==> config.mk <==
export PLATFORM = sky130hd
export DESIGN_NAME = stage2_pool_ctrl
export DESIGN_NICKNAME = d
export VERILOG_FILES = /design/src/rtl/stage2_pool_ctrl.sv
export SDC_FILE = /design/constraint.sdc
export NUM_CORES = 1
export LEC_CHECK = 0
export CELL_PAD_IN_SITES_DETAIL_PLACEMENT = 1
export CELL_PAD_IN_SITES_GLOBAL_PLACEMENT = 2
export CORE_UTILIZATION = 32
export CTS_BUF_LIST = sky130_fd_sc_hd__clkbuf_2 sky130_fd_sc_hd__clkbuf_4 sky130_fd_sc_hd__clkbuf_8
export CTS_CLUSTER_DIAMETER = 150
export DETAILED_ROUTE_END_ITERATION = 12
export PLACE_DENSITY_LB_ADDON = 0.1
export SLEW_MARGIN = 20
export SYNTH_ARGS = -nofsm -noshare
export SYNTH_HDL_FRONTEND = slang
export SYNTH_SLANG_ARGS = --single-unit
==> constraint.sdc <==
create_clock -name clk -period 4 [get_ports clk]
set_input_delay 0.8 -clock clk [delete_from_list [all_inputs] [get_ports clk]]
set_output_delay 0.8 -clock clk [all_outputs]
set_load 0.1 [all_outputs]
==> src/rtl/stage2_pool_ctrl.sv <==
// -----------------------------------------------------------------------------
// stage2_pool_ctrl
//
// Sequencing controller for a 2x2 pooling stage. It walks one frame of
// PCH channels x PY rows x PX columns as pixels are accepted, and tells the
// pooling datapath what to do with each accepted pixel:
//   - write it into the line buffer (even rows),
//   - start a new 2x2 window (even row, even column),
//   - close a 2x2 window (odd row, odd column).
// A pooled result is flagged one cycle after the window-closing pixel,
// together with its output index within the channel.
//
// Optional feature (compile-time macro STAGE2_POOL_CTRL_STALLCNT_EN):
//   adds o_stall_cnt, a saturating count of RUN cycles in which upstream
//   offered a pixel but downstream back-pressure blocked it.
//
// Parameters
//   IBW  feature bit width (documents the datapath; no pixel data passes here)
//   PX   input columns
//   PY   input rows
//   PCH  channels per frame
//
// Ports
//   clk          rising-edge clock
//   reset        synchronous active-high reset
//   i_start      frame start request (honoured in IDLE only)
//   o_busy       high from accepted start until the end of o_done
//   o_done       one-cycle end-of-frame pulse
//   i_in_valid   upstream pixel valid
//   o_in_ready   pixel can be accepted this cycle
//   i_ot_ready   downstream can take a pooled result
//   o_pool_en    datapath captures the current pixel
//   o_line_wr    pixel goes to the line buffer
//   o_win_first  first pixel of a 2x2 window
//   o_win_last   last pixel of a 2x2 window
//   o_row/o_col/o_ch  position of the current (next) input pixel
//   o_ot_valid   pooled result valid
//   o_ot_idx     pooled result index within the channel
//   o_stall_cnt  (optional) back-pressure stall counter
// -----------------------------------------------------------------------------
module stage2_pool_ctrl #(
   parameter int IBW = 19,
   parameter int PX  = 24,
   parameter int PY  = 24,
   parameter int PCH = 3
) (
   input  logic        clk,
   input  logic        reset,
   input  logic        i_start,
   output logic        o_busy,
   output logic        o_done,
   input  logic        i_in_valid,
   output logic        o_in_ready,
   input  logic        i_ot_ready,
   output logic        o_pool_en,
   output logic        o_line_wr,
   output logic        o_win_first,
   output logic        o_win_last,
   output logic [4:0]  o_row,
   output logic [4:0]  o_col,
   output logic [1:0]  o_ch,
   output logic        o_ot_valid,
   output logic [7:0]  o_ot_idx
`ifdef STAGE2_POOL_CTRL_STALLCNT_EN
   ,
   output logic [15:0] o_stall_cnt
`endif
);

   // IBW only documents the datapath width this controller sequences.
   if (IBW > 0) begin : g_ibw_doc
   end

   typedef enum logic [1:0] {
      ST_IDLE  = 2'd0,
      ST_RUN   = 2'd1,
      ST_DRAIN = 2'd2,
      ST_DONE  = 2'd3
   } state_t;

   // Parity helper used by the window decode.
   function automatic logic is_odd(input logic [4:0] v);
      return v[0];
   endfunction

   state_t      state_r;
   state_t      state_nxt_s;

   logic [4:0]  row_r;
   logic [4:0]  col_r;
   logic [1:0]  ch_r;
   logic        busy_r;
   logic        done_r;
   logic        ot_valid_r;
   logic [7:0]  ot_idx_r;

   logic        start_s;
   logic        in_ready_s;
   logic        accept_s;
   logic        col_last_s;
   logic        row_last_s;
   logic        ch_last_s;
   logic        frame_last_s;
   logic        line_wr_s;
   logic        win_first_s;
   logic        win_last_s;
   logic [7:0]  idx_s;

   // Handshake and position decode of the current pixel.
   always_comb begin
      start_s      = 1'b0;
      in_ready_s   = 1'b0;
      accept_s     = 1'b0;
      col_last_s   = (col_r == 5'(PX - 1));
      row_last_s   = (row_r == 5'(PY - 1));
      ch_last_s    = (ch_r == 2'(PCH - 1));
      frame_last_s = 1'b0;
      line_wr_s    = 1'b0;
      win_first_s  = 1'b0;
      win_last_s   = 1'b0;
      idx_s        = ({4'd0, row_r[4:1]} * 8'(PX / 2)) + {4'd0, col_r[4:1]};

      if (state_r == ST_IDLE) begin
         start_s = i_start;
      end else begin
         start_s = 1'b0;
      end

      if (state_r == ST_RUN) begin
         in_ready_s = i_ot_ready;
      end else begin
         in_ready_s = 1'b0;
      end

      accept_s     = in_ready_s && i_in_valid;
      frame_last_s = col_last_s && row_last_s && ch_last_s;

      // All datapath strobes are qualified by an actual acceptance.
      if (accept_s) begin
         line_wr_s   = !is_odd(row_r);
         win_first_s = !is_odd(row_r) && !is_odd(col_r);
         win_last_s  = is_odd(row_r) && is_odd(col_r);
      end else begin
         line_wr_s   = 1'b0;
         win_first_s = 1'b0;
         win_last_s  = 1'b0;
      end
   end

   // Next-state logic of the frame sequencer.
   always_comb begin
      state_nxt_s = state_r;
      case (state_r)
         ST_IDLE: begin
            if (i_start) begin
               state_nxt_s = ST_RUN;
            end else begin
               state_nxt_s = ST_IDLE;
            end
         end
         ST_RUN: begin
            if (accept_s && frame_last_s) begin
               state_nxt_s = ST_DRAIN;
            end else begin
               state_nxt_s = ST_RUN;
            end
         end
         // DRAIN covers the cycle in which the final pooled result is issued.
         ST_DRAIN: state_nxt_s = ST_DONE;
         ST_DONE:  state_nxt_s = ST_IDLE;
         default:  state_nxt_s = ST_IDLE;
      endcase
   end

   // State register plus registered busy/done flags derived from the next state.
   always_ff @(posedge clk) begin
      if (reset) begin
         state_r <= ST_IDLE;
         busy_r  <= 1'b0;
         done_r  <= 1'b0;
      end else begin
         state_r <= state_nxt_s;
         busy_r  <= (state_nxt_s != ST_IDLE);
         done_r  <= (state_nxt_s == ST_DONE);
      end
   end

   // Row/column/channel walk; advances only on an accepted pixel.
   always_ff @(posedge clk) begin
      if (reset) begin
         row_r <= 5'd0;
         col_r <= 5'd0;
         ch_r  <= 2'd0;
      end else if (start_s) begin
         row_r <= 5'd0;
         col_r <= 5'd0;
         ch_r  <= 2'd0;
      end else if (accept_s) begin
         if (col_last_s) begin
            col_r <= 5'd0;
            if (row_last_s) begin
               row_r <= 5'd0;
               // Channel wraps after the last channel so the next frame starts clean.
               if (ch_last_s) begin
                  ch_r <= 2'd0;
               end else begin
                  ch_r <= ch_r + 2'd1;
               end
            end else begin
               row_r <= row_r + 5'd1;
            end
         end else begin
            col_r <= col_r + 5'd1;
         end
      end
   end

   // Pooled-result strobe and index, one cycle behind the window-closing pixel.
   always_ff @(posedge clk) begin
      if (reset) begin
         ot_valid_r <= 1'b0;
         ot_idx_r   <= 8'd0;
      end else begin
         ot_valid_r <= win_last_s;
         if (start_s) begin
            ot_idx_r <= 8'd0;
         end else if (win_last_s) begin
            ot_idx_r <= idx_s;
         end
      end
   end

`ifdef STAGE2_POOL_CTRL_STALLCNT_EN
   logic [15:0] stall_cnt_r;

   // Saturating count of RUN cycles blocked only by downstream back-pressure.
   always_ff @(posedge clk) begin
      if (reset) begin
         stall_cnt_r <= 16'd0;
      end else if (start_s) begin
         stall_cnt_r <= 16'd0;
      end else if ((state_r == ST_RUN) && i_in_valid && !i_ot_ready &&
                   (stall_cnt_r != 16'hFFFF)) begin
         stall_cnt_r <= stall_cnt_r + 16'd1;
      end
   end

   assign o_stall_cnt = stall_cnt_r;
`endif

   assign o_busy      = busy_r;
   assign o_done      = done_r;
   assign o_in_ready  = in_ready_s;
   assign o_pool_en   = accept_s;
   assign o_line_wr   = line_wr_s;
   assign o_win_first = win_first_s;
   assign o_win_last  = win_last_s;
   assign o_row       = row_r;
   assign o_col       = col_r;
   assign o_ch        = ch_r;
   assign o_ot_valid  = ot_valid_r;
   assign o_ot_idx    = ot_idx_r;

endmodule

# Word-level counts from Yosys, hierarchy flattened
# Index checks and enable logic that the tools add are counted.
classes:
  multipliers: 1
  n_addsub: 4
  order_cmp: 0
  n_eq_ne: 7
  muxes: 11
  shifts: 0
  div: 0
  reduce_logical: 13
  n_bitwise: 0
op_table:
  columns: ["operator", "count"]
  rows:
  - ["5-bit by 1-bit adder with 5-bit output (second input constant)", 2]
  - ["5-bit == test (second input constant)", 2]
  - ["5-bit two-way mux", 2]
  - ["8-bit by 4-bit adder with 8-bit output", 1]
  - ["2-bit == test (second input constant)", 4]
  - ["2-bit case mux with 4 select lines", 1]
  - ["1-bit logical AND", 6]
  - ["4-bit by 2-bit multiplier with 6-bit output (second input constant)", 1]
  - ["1-bit two-way mux", 6]
  - ["2-bit two-way mux", 2]
  - ["3-bit AND reduction", 1]
  - ["2-bit by 1-bit adder with 2-bit output (second input constant)", 1]
  - ["2-bit by 1-bit == test with 1-bit output (second input constant)", 1]
  - ["1-bit zero test", 2]
  - ["2-bit zero test", 1]
  - ["2-bit AND reduction", 1]
  - ["2-bit nonzero test", 1]
  - ["2-bit OR reduction", 1]
word_totals:
  out_inout_bits: 28
  register_bits: 25
  n_memories: 0
  latch_bits: 0
  romBits: 0
  mem_bits_rw: 0
  input_bits: 5
  word_cells: 44

# Depth between registers and ports, before layout
depth:
  ltp_word: 7
  depth_mapped: 8
  depth_no_buf: 8

# Least setup slack after synthesis
# Ideal clock, no wire load.
synth_timing:
  kind: "in2out"
  startpoint: "in i_ot_ready"
  endpoint: "out o_win_first"
  slack_ns: -0.215
  path_stages: 3
  t_arrival_ns: 3.415
  n_path_buf: 0
  t_required_ns: 3.200
  cell_sequence: "and3b_4 > nand2_4 > nor3_1"
synth_via:
  elab_chain_len: 3
synth_lines:
  columns: ["item", "line_no", "text"]
  rows:
  - ["from (decl)", "54", "input logic i_ot_ready,"]
  - ["1-bit two-way mux", "129", "if (state_r == ST_RUN) begin"]
  - ["1-bit logical AND", "135", "accept_s = in_ready_s && i_in_valid;"]
  - ["1-bit two-way mux", "139", "if (accept_s) begin"]
  - ["to (decl)", "57", "output logic o_win_first,"]
# No other way between the ends.

# Worst setup path after layout
layout_timing:
  startpoint: "in i_ot_ready"
  endpoint: "out o_win_last"
layout_via:
  elab_chain_len: 3
layout_lines:
  columns: ["item", "line_no", "text"]
  rows:
  - ["1-bit two-way mux", "129", null]
  - ["1-bit logical AND", "135", null]
  - ["1-bit two-way mux", "139", null]
  - ["to (decl)", "58", "output logic o_win_last,"]
# No other way between the ends.

==> metrics.txt <==
# TYPE chip_impl_metric gauge
chip_impl_info{name="run_status",value="finished, final reports clean"} 1
chip_impl_metric{name="critical_path_peak_fanout",unit=""} 12
chip_impl_metric{name="cts.repair.resized",unit=""} 0
chip_impl_metric{name="initial_utilization",unit="%"} 33.4
chip_impl_metric{name="slew_headroom",unit="%"} 34.3
chip_impl_metric{name="cts_max_path_buffers",unit=""} 2
chip_impl_metric{name="cts.clk_slew.worst_paths",unit="ns"} 0.09
chip_impl_metric{name="setup-violations-final",unit=""} 0
chip_impl_metric{name="cap_viol_max_count",unit=""} 0
chip_impl_metric{name="cts-buffers-inserted",unit=""} 3
chip_impl_metric{name="drt_first_iter_violations",unit=""} 25
chip_impl_info{name="hold_path.class",value="register to register"} 1
chip_impl_metric{name="dieWidth",unit="um"} 66.9
chip_impl_metric{name="timing.critical_path.arrival",unit="ns"} 2.52
chip_impl_metric{name="final.fill_count",unit=""} 487
chip_impl_metric{name="total_of_flip_flops_plus_latches_after_synthesis",unit=""} 25
chip_impl_metric{name="power.ir.vdd_worst",unit="mV"} 0.134
chip_impl_metric{name="clock_sinks",unit=""} 25
chip_impl_info{name="timing.critical_path.from_type",value="primary input"} 1
chip_impl_metric{name="synth.net_count",unit=""} 171
chip_impl_metric{name="clock_tree_skew_after_final_layout",unit="ns"} 0.000956
chip_impl_metric{name="post-route-drc-count",unit=""} 0
chip_impl_metric{name="timing.critical_path.required",unit="ns"} 3.20
chip_impl_metric{name="netSwitchingPower",unit="uW"} 125
chip_impl_metric{name="timing.final.crit_period",unit="ns"} 3.32
chip_impl_metric{name="placement_row_count",unit=""} 23
chip_impl_metric{name="design.die.area",unit="um2"} 4470
chip_impl_metric{name="grt_max_degree",unit=""} 18
chip_impl_metric{name="yosys_warnings",unit=""} 0
chip_impl_info{name="critPathKind",value="primary input to primary output"} 1
chip_impl_metric{name="total_power",unit="uW"} 459
chip_impl_info{name="grt_setup_unrepaired",value="no"} 1
chip_impl_metric{name="global_route.usage.total",unit="%"} 16.0
chip_impl_metric{name="post_synth_inst_count",unit=""} 155
chip_impl_info{name="timing.critical_path.to_type",value="primary output"} 1
chip_impl_info{name="cts_tree",value="yes"} 1
chip_impl_metric{name="p_sw_share",unit="%"} 27.3
chip_impl_metric{name="place.detailed.instances",unit=""} 231
chip_impl_info{name="timing.hold.worst.start",value="o_ot_idx[0]$_SDFFE_PP0P_"} 1
chip_impl_metric{name="ys_types",unit=""} 40
chip_impl_metric{name="layoutNonFillerInstCount",unit=""} 235
chip_impl_metric{name="number_of_setup_buffers_added_after_cts",unit=""} 0
chip_impl_metric{name="register_area_share_after_synthesis",unit="%"} 37.2
chip_impl_metric{name="pwr-share-clk",unit="%"} 33.6
chip_impl_info{name="critical_path.slowest_cell",value="sky130_fd_sc_hd__clkdlybuf4s50_1"} 1
chip_impl_metric{name="inserted_diodes",unit=""} 0
chip_impl_metric{name="route.detailed.vias_per_inst",unit=""} 4.88
chip_impl_info{name="cp_launch_point",value="i_ot_ready"} 1
chip_impl_metric{name="area_overhead_vs_synth",unit="%"} 29.1
chip_impl_metric{name="floorplan.die.height",unit="um"} 66.9
chip_impl_metric{name="core",unit="um2"} 4030
chip_impl_metric{name="detail_route.first_pass.iterations",unit=""} 3
chip_impl_metric{name="numPortBuffers",unit=""} 32
chip_impl_metric{name="timing.critical_path.slowest_cell_delay",unit="ns"} 0.46
chip_impl_metric{name="grt_pass1_wl",unit="mm"} 5.28
chip_impl_info{name="clock_tree.root_cell",value="sky130_fd_sc_hd__clkbuf_8"} 1
chip_impl_metric{name="antenna_found_initial",unit=""} 0
chip_impl_info{name="synth_area_leaders",value="sky130_fd_sc_hd__dfxtp_1 37%, sky130_fd_sc_hd__ha_1 8.4%, sky130_fd_sc_hd__nor2_1 5.6%, sky130_fd_sc_hd__a21oi_1 5.2%, sky130_fd_sc_hd__xnor2_1 5.2%"} 1
chip_impl_info{name="synth_top_cell_by_area",value="sky130_fd_sc_hd__dfxtp_1"} 1
chip_impl_metric{name="globalRoute.totalOverflow",unit=""} 0
chip_impl_metric{name="syn-cell-area",unit="um2"} 1350
chip_impl_metric{name="cts_hold_buffers",unit=""} 0
chip_impl_metric{name="max_slew.worst_pin.slew",unit="ns"} 0.982
chip_impl_metric{name="dr_total_vias",unit=""} 1147
chip_impl_metric{name="synth.avg_cell_area",unit="um2"} 8.69
chip_impl_metric{name="synth_edf_count",unit=""} 0
chip_impl_metric{name="wire_per_inst",unit="um"} 14.1
chip_impl_metric{name="layout-drive-gt1-share",unit="%"} 8.65
chip_impl_metric{name="gp_congestion",unit=""} 0.770
chip_impl_metric{name="p_per_area",unit="nW/um2"} 264
chip_impl_info{name="cell_by_cell_listing_of_the_critical_path",value="clkdlybuf4s50_1, and3b_4, nand2_4, inv_4, nand3_1, inv_1, buf_12"} 1
chip_impl_metric{name="slew_viol_final",unit=""} 0
chip_impl_metric{name="setup_tns",unit="ns"} 0
chip_impl_metric{name="post_detail_place_hpwl",unit="mm"} 2.53
chip_impl_metric{name="postRouteAntennaNets",unit=""} 0
chip_impl_metric{name="combPwrFrac",unit="%"} 11.0
chip_impl_metric{name="h-tree-depth",unit=""} 1
chip_impl_metric{name="report.final.hold_viol_count",unit=""} 0
chip_impl_info{name="crit-reg2reg-launch",value="o_row[2]$_SDFFE_PP0P_"} 1
chip_impl_info{name="synth-main-ff-cell",value="sky130_fd_sc_hd__dfxtp_1"} 1
chip_impl_metric{name="p_int",unit="uW"} 333
chip_impl_metric{name="synth_largest_type_area_fraction",unit="%"} 37.2
chip_impl_metric{name="fin_crit_share",unit="%"} 82.9
chip_impl_metric{name="wl",unit="mm"} 3.32
chip_impl_metric{name="via_count_of_the_first_global_routing_pass",unit=""} 1148
chip_impl_metric{name="clkLatencyLatePin",unit="ns"} 0.27
chip_impl_metric{name="net_total_in_the_final_layout",unit=""} 202
chip_impl_metric{name="leakagePower",unit="uW"} 0.000663
chip_impl_metric{name="pin_count",unit=""} 33
chip_impl_metric{name="seqPwrFrac",unit="%"} 55.4
chip_impl_metric{name="timing.fmax",unit="MHz"} 302
chip_impl_metric{name="async_reset_ff_share",unit="%"} 0
[registers in the layout, summed over array words and instances (netlist names)]
| register | flops |
|---|---|
| o_col | 5 |
| o_row | 5 |
| state_r | 2 |
| o_ot_valid | 1 |
| o_ch | 2 |
| o_ot_idx | 8 |
| o_done | 1 |
| o_busy | 1 |
[layout by cell type (no fill, tap or decap), types with 2 or more instances in the layout]
cell | netlist | routed
sky130_fd_sc_hd__nand2_1 | 18 | 18
sky130_fd_sc_hd__clkbuf_8 | 0 | 3
sky130_fd_sc_hd__and4b_1 | 2 | 2
sky130_fd_sc_hd__a211oi_1 | 4 | 4
sky130_fd_sc_hd__o21ai_0 | 3 | 3
sky130_fd_sc_hd__xnor2_1 | 8 | 8
sky130_fd_sc_hd__buf_4 | 3 | 4
sky130_fd_sc_hd__or3_1 | 2 | 2
sky130_fd_sc_hd__xor2_1 | 2 | 2
sky130_fd_sc_hd__fa_1 | 2 | 2
sky130_fd_sc_hd__ha_1 | 9 | 9
sky130_fd_sc_hd__inv_1 | 9 | 9
sky130_fd_sc_hd__nor3_1 | 4 | 3
sky130_fd_sc_hd__clkdlybuf4s50_1 | 0 | 27
sky130_fd_sc_hd__nor3b_1 | 3 | 3
sky130_fd_sc_hd__nor2_1 | 20 | 20
sky130_fd_sc_hd__dfxtp_1 | 25 | 25
sky130_fd_sc_hd__a21oi_1 | 14 | 14
sky130_fd_sc_hd__nand3_1 | 4 | 4
[worst paths after layout]
kind / endpoint / slack [ns] / cells past startpoint
worst max-delay path: o_win_last / 0.68 / 7
worst max register to register: o_ot_idx[7]$_SDFFE_PP0P_ / 1.70 / 7
worst min-delay path: o_ot_idx[0]$_SDFFE_PP0P_ / 0.46 / 2
worst min register to register: o_ot_idx[0]$_SDFFE_PP0P_ / 0.46 / 2
[power groups by stage]
stage,registers [uW],logic [uW],clock network (uW)
after CTS,254,51.1,162
after detailed placement,260,51.0,0
after global routing,255,53.7,170
after floorplan,267,28.7,0
after global placement,259,50.1,0
final,254,50.5,154
[synthesized netlist by cell type (2+ instances only)]
cell type,instances
sky130_fd_sc_hd__a211oi_1,4
sky130_fd_sc_hd__a21oi_1,14
sky130_fd_sc_hd__and4b_1,2
sky130_fd_sc_hd__buf_4,3
sky130_fd_sc_hd__dfxtp_1,25
sky130_fd_sc_hd__fa_1,2
sky130_fd_sc_hd__ha_1,9
sky130_fd_sc_hd__inv_1,9
sky130_fd_sc_hd__nand2_1,18
sky130_fd_sc_hd__nand3_1,4
sky130_fd_sc_hd__nor2_1,20
sky130_fd_sc_hd__nor3_1,4
sky130_fd_sc_hd__nor3b_1,3
sky130_fd_sc_hd__o21ai_0,3
sky130_fd_sc_hd__or3_1,2
sky130_fd_sc_hd__xnor2_1,8
sky130_fd_sc_hd__xor2_1,2
[through the flow]
| step | area [um2] | hold WS (ns) | setup WS [ns] | utilization (%) |
|---|---|---|---|---|
| final | 1740 | 0.456 | 0.684 | 43.1 |
| after global placement | 1690 | 0.449 | 0.748 | 42.0 |
| after CTS | 1740 | 0.462 | 0.665 | 43.1 |
| after floorplan | 1350 | 0.475 | 0.556 | - |
| after detailed placement | 1690 | 0.448 | 0.667 | 42.0 |
| after global routing | 1740 | 0.500 | 0.586 | 43.1 |
[critical path, delay by kind of cell]
family	cells	cell delay (ns)
buffers and inverters	4	1.18
and+or+nand+nor	3	0.54
[final cells by class]
type                       count  area (um2)  area share [%]
tap                           50        62.6            3.60
inverter                      10        40.0            2.30
clock buffer                   3        41.3            2.38
timing repair buffer          32         320            18.4
sequential                    25         500            28.8
multi-input combinational    114         768            44.2
clock inverter                 1        5.00           0.288
[routing by layer]
layer  GRT usage (%)  vias up  part of all wire (%)
met5               0        -                     0
met4            3.99        0                  0.69
met3            4.28        2                   4.3
met2            28.0       22                    48
met1            19.2      539                    47
li1                -      584                     -
[kinds of logic (layout without fill, tap and decap cells)]
logic type / Yosys count / count (layout) / synth area share [%]
flip-flops: 25 / 25 / 37.2
XOR/XNOR: 10 / 10 / 6.51
AND/OR/NAND/NOR: 66 / 66 / 26.5
AO/OA/AOI/OAI: 26 / 26 / 11.6
multiplexers: 1 / 1 / 0.744
buffers and inverters: 16 / 46 / 6.13
adder cells (fa/ha/maj): 11 / 11 / 11.3
No activity file was read; power rests on OpenSTA's default activity.
==> RTL edit, RTL diff (same flow settings) <==
Build with the macro `STAGE2_POOL_CTRL_STALLCNT_EN` defined.
--- a/src/rtl/stage2_pool_ctrl.sv
+++ b/src/rtl/stage2_pool_ctrl.sv
@@ -39,4 +39,6 @@
 //   o_stall_cnt  (optional) back-pressure stall counter
 // -----------------------------------------------------------------------------
+`define STAGE2_POOL_CTRL_STALLCNT_EN
+
 module stage2_pool_ctrl #(
    parameter int IBW = 19,
Function (old outputs only; new: o_stall_cnt): kept (equiv_simple and equiv_induct, registers matched by name and starting in step).
==> RTL edit against the unedited design <==
- sequential power rose by 62%
- total power rose by 79%
- cell area rose by 58%
- first-iteration DRC count rose to 2.6 times the old value
- routed wire length rose by 57%
- count of clock-buffer cells in the layout rose by 4
- combinational power rose by 2%
- critical path depth fell by 1
- worst setup slack improved by 0.0055 ns
- sequential cell count rose by 16
- hold slack improved by 0.0072 ns
- synthesized area rose by 54%
- die area rose by 52%
==> RTL edit: results (changes against the unedited design) <==
{| class="wikitable"
! Metric !! Value
|-
| Outcome || finished, final reports clean
|-
| Post-Synthesis Mean Instance Area || 8.62 µm² (-0.78%)
|-
| Clock network latency to the later pin of the worst-skew pair || 0.29 ns (+0.02 ns)
|-
| Synthesized netlist net count || 257 (+50%)
|-
| Final net count || 307 (+52%)
|-
| Hold Path End || o_ot_idx[1]
|-
| Port Buffers || 48 (+50%)
|-
| DR iter-0 viols || 65 (+160%)
|-
| Placeable core region || 6060 µm² (+50%)
|-
| Highest fanout seen on the critical path || 7 (-5)
|-
| Pin count of the biggest net entering global routing || 23 (+5)
|-
| Worst setup slack for register-to-register paths || 1.80 ns (+0.10 ns)
|-
| Routed length per instance || 14.3 µm (+1.1%)
|-
| Beginning of the worst register-to-register path || o_stall_cnt[0]
|-
| Number of unique standard cell types used by synthesis || 42 (+5.0%)
|-
| H-tree lvl count || 2 (+1)
|-
| Path depth of the worst reg2reg path || 6 (-1)
|-
| Seq/Total Area, Yosys || 39.7% (+2.5 points)
|-
| Estimated wirelength of the detail-placed design || 3830 µm (+51%)
|-
| LEAKAGE || 0.973 nW (+47%)
|-
| Cell Count Post-Placement || 358 (+55%)
|-
| Launch instance of the worst min-delay path || o_ot_idx[1]
|-
| Worst slew margin relative to its limit || 32.5% (-1.8 points)
|-
| Total track usage || 16.8% (+0.75 points)
|-
| First-pass GRT wire length || 8490 µm (+61%)
|-
| Critical path's slowest cell || sky130_fd_sc_hd__clkdlybuf4s50_1
|-
| Most area-consuming cells after synthesis || sky130_fd_sc_hd__dfxtp_1 (40%), sky130_fd_sc_hd__xnor2_1 (7.2%), sky130_fd_sc_hd__nor2_1 (6.2%)
|-
| Reg2reg end || o_stall_cnt[9]
|-
| Length of the first detailed-routing pass in iterations || 4 (+1)
|-
| Non-filler cells, final || 366 (+56%)
|-
| Number of CTS-inserted buffers || 5 (+2)
|-
| Critical path arrival || 2.51 ns (about the same)
|-
| Last weighted congestion value of the routability-driven placer || 0.723 (-6.1%)
|-
| Maximum resistive drop on vdd || 0.148 mV (+10%)
|-
| FILL cells || 723 (+48%)
|-
| Post-DR vias/cell || 5.12 (+4.9%)
|-
| Maximum single-stage delay on the critical path || 0.50 ns (+0.04 ns)
|}
## RTL edit: cell count changes after synthesis, sizes merged, moves of 3 or more
cell and change:
dfxtp +16, nor2 +14, nand3 +10, xnor2 +9
nor3 +6, o21ai +5, nand2 +4, clkbuf +3
nor4 +3
## RTL edit: layout make-up
| class | instances | area [µm²] | area share [%] |
|---|---|---|---|
| Tap cell | 75 | 93.8 | 3.42 |
| Timing Repair Buffer | 50 | 495 | 18.1 |
| Sequential cell | 41 | 821 | 30.0 |
| Clock buffer | 7 | 90.1 | 3.29 |
| Clock inverter | 1 | 30.0 | 1.10 |
| Multi-Input combinational cell | 183 | 1180 | 42.9 |
| Inverter | 9 | 33.8 | 1.23 |
## RTL edit: cells by family after synthesis
family | count (synthesis) | synth area share (%)
XOR/XNOR | 20 | 8.47
adder cells (fa/ha/maj) | 12 | 7.99
buffers and inverters | 16 | 3.45
AND/OR/NAND/NOR | 109 | 27.2
multiplexers | 3 | 1.45
AO/OA/AOI/OAI | 39 | 11.8
flip-flops | 41 | 39.7
## RTL edit: worst max path at each step
stage	start	end	slack, ns	cells after the start
floorplan	i_in_valid	o_win_first	0.11	2
global placement	i_ot_ready	o_win_last	0.74	6
detailed placement	i_ot_ready	o_win_last	0.69	6
CTS	i_ot_ready	o_win_last	0.68	6
global route	i_ot_ready	o_win_last	0.57	6
finish	i_ot_ready	o_win_last	0.69	6
## RTL edit: worst register-to-register path: cells and delay by family, from the launching register on
kind                     cells  cell delay, ns
flip-flops                   1            0.41
AND/OR/NAND/NOR              4            1.32
adder cells (fa/ha/maj)      1            0.18
XOR/XNOR                     1            0.15
## RTL edit: routing by layer
| layer | global-route usage, % | vias to the layer above | part of all wire [%] |
|---|---|---|---|
| met4 | 4.74 | 0 | 1.2 |
| met5 | 0 | - | 0 |
| met3 | 4.29 | 6 | 5.0 |
| met1 | 23.5 | 888 | 52 |
| li1 | - | 943 | - |
| met2 | 25.3 | 37 | 41 |
## RTL edit: where the power goes
group / leakage (nW) / internal, mW / switching, mW
combinational: 0.581 / 0.0124 / 0.0392
clock: 0.0619 / 0.210 / 0.147
sequential: 0.331 / 0.410 / 0.00236
## RTL edit: metrics by stage
step	power [mW]	util (%)	hold WS [ns]	worst slack, ns	instance area (µm²)
after floorplan	0.457	-	0.474	0.105	2070
after global placement	0.474	43.2	0.444	0.741	2620
after detailed placement	0.474	43.2	0.451	0.693	2620
after CTS	0.834	45.2	0.462	0.677	2740
after global routing	0.856	45.2	0.485	0.566	2740
final	0.821	45.2	0.463	0.689	2740
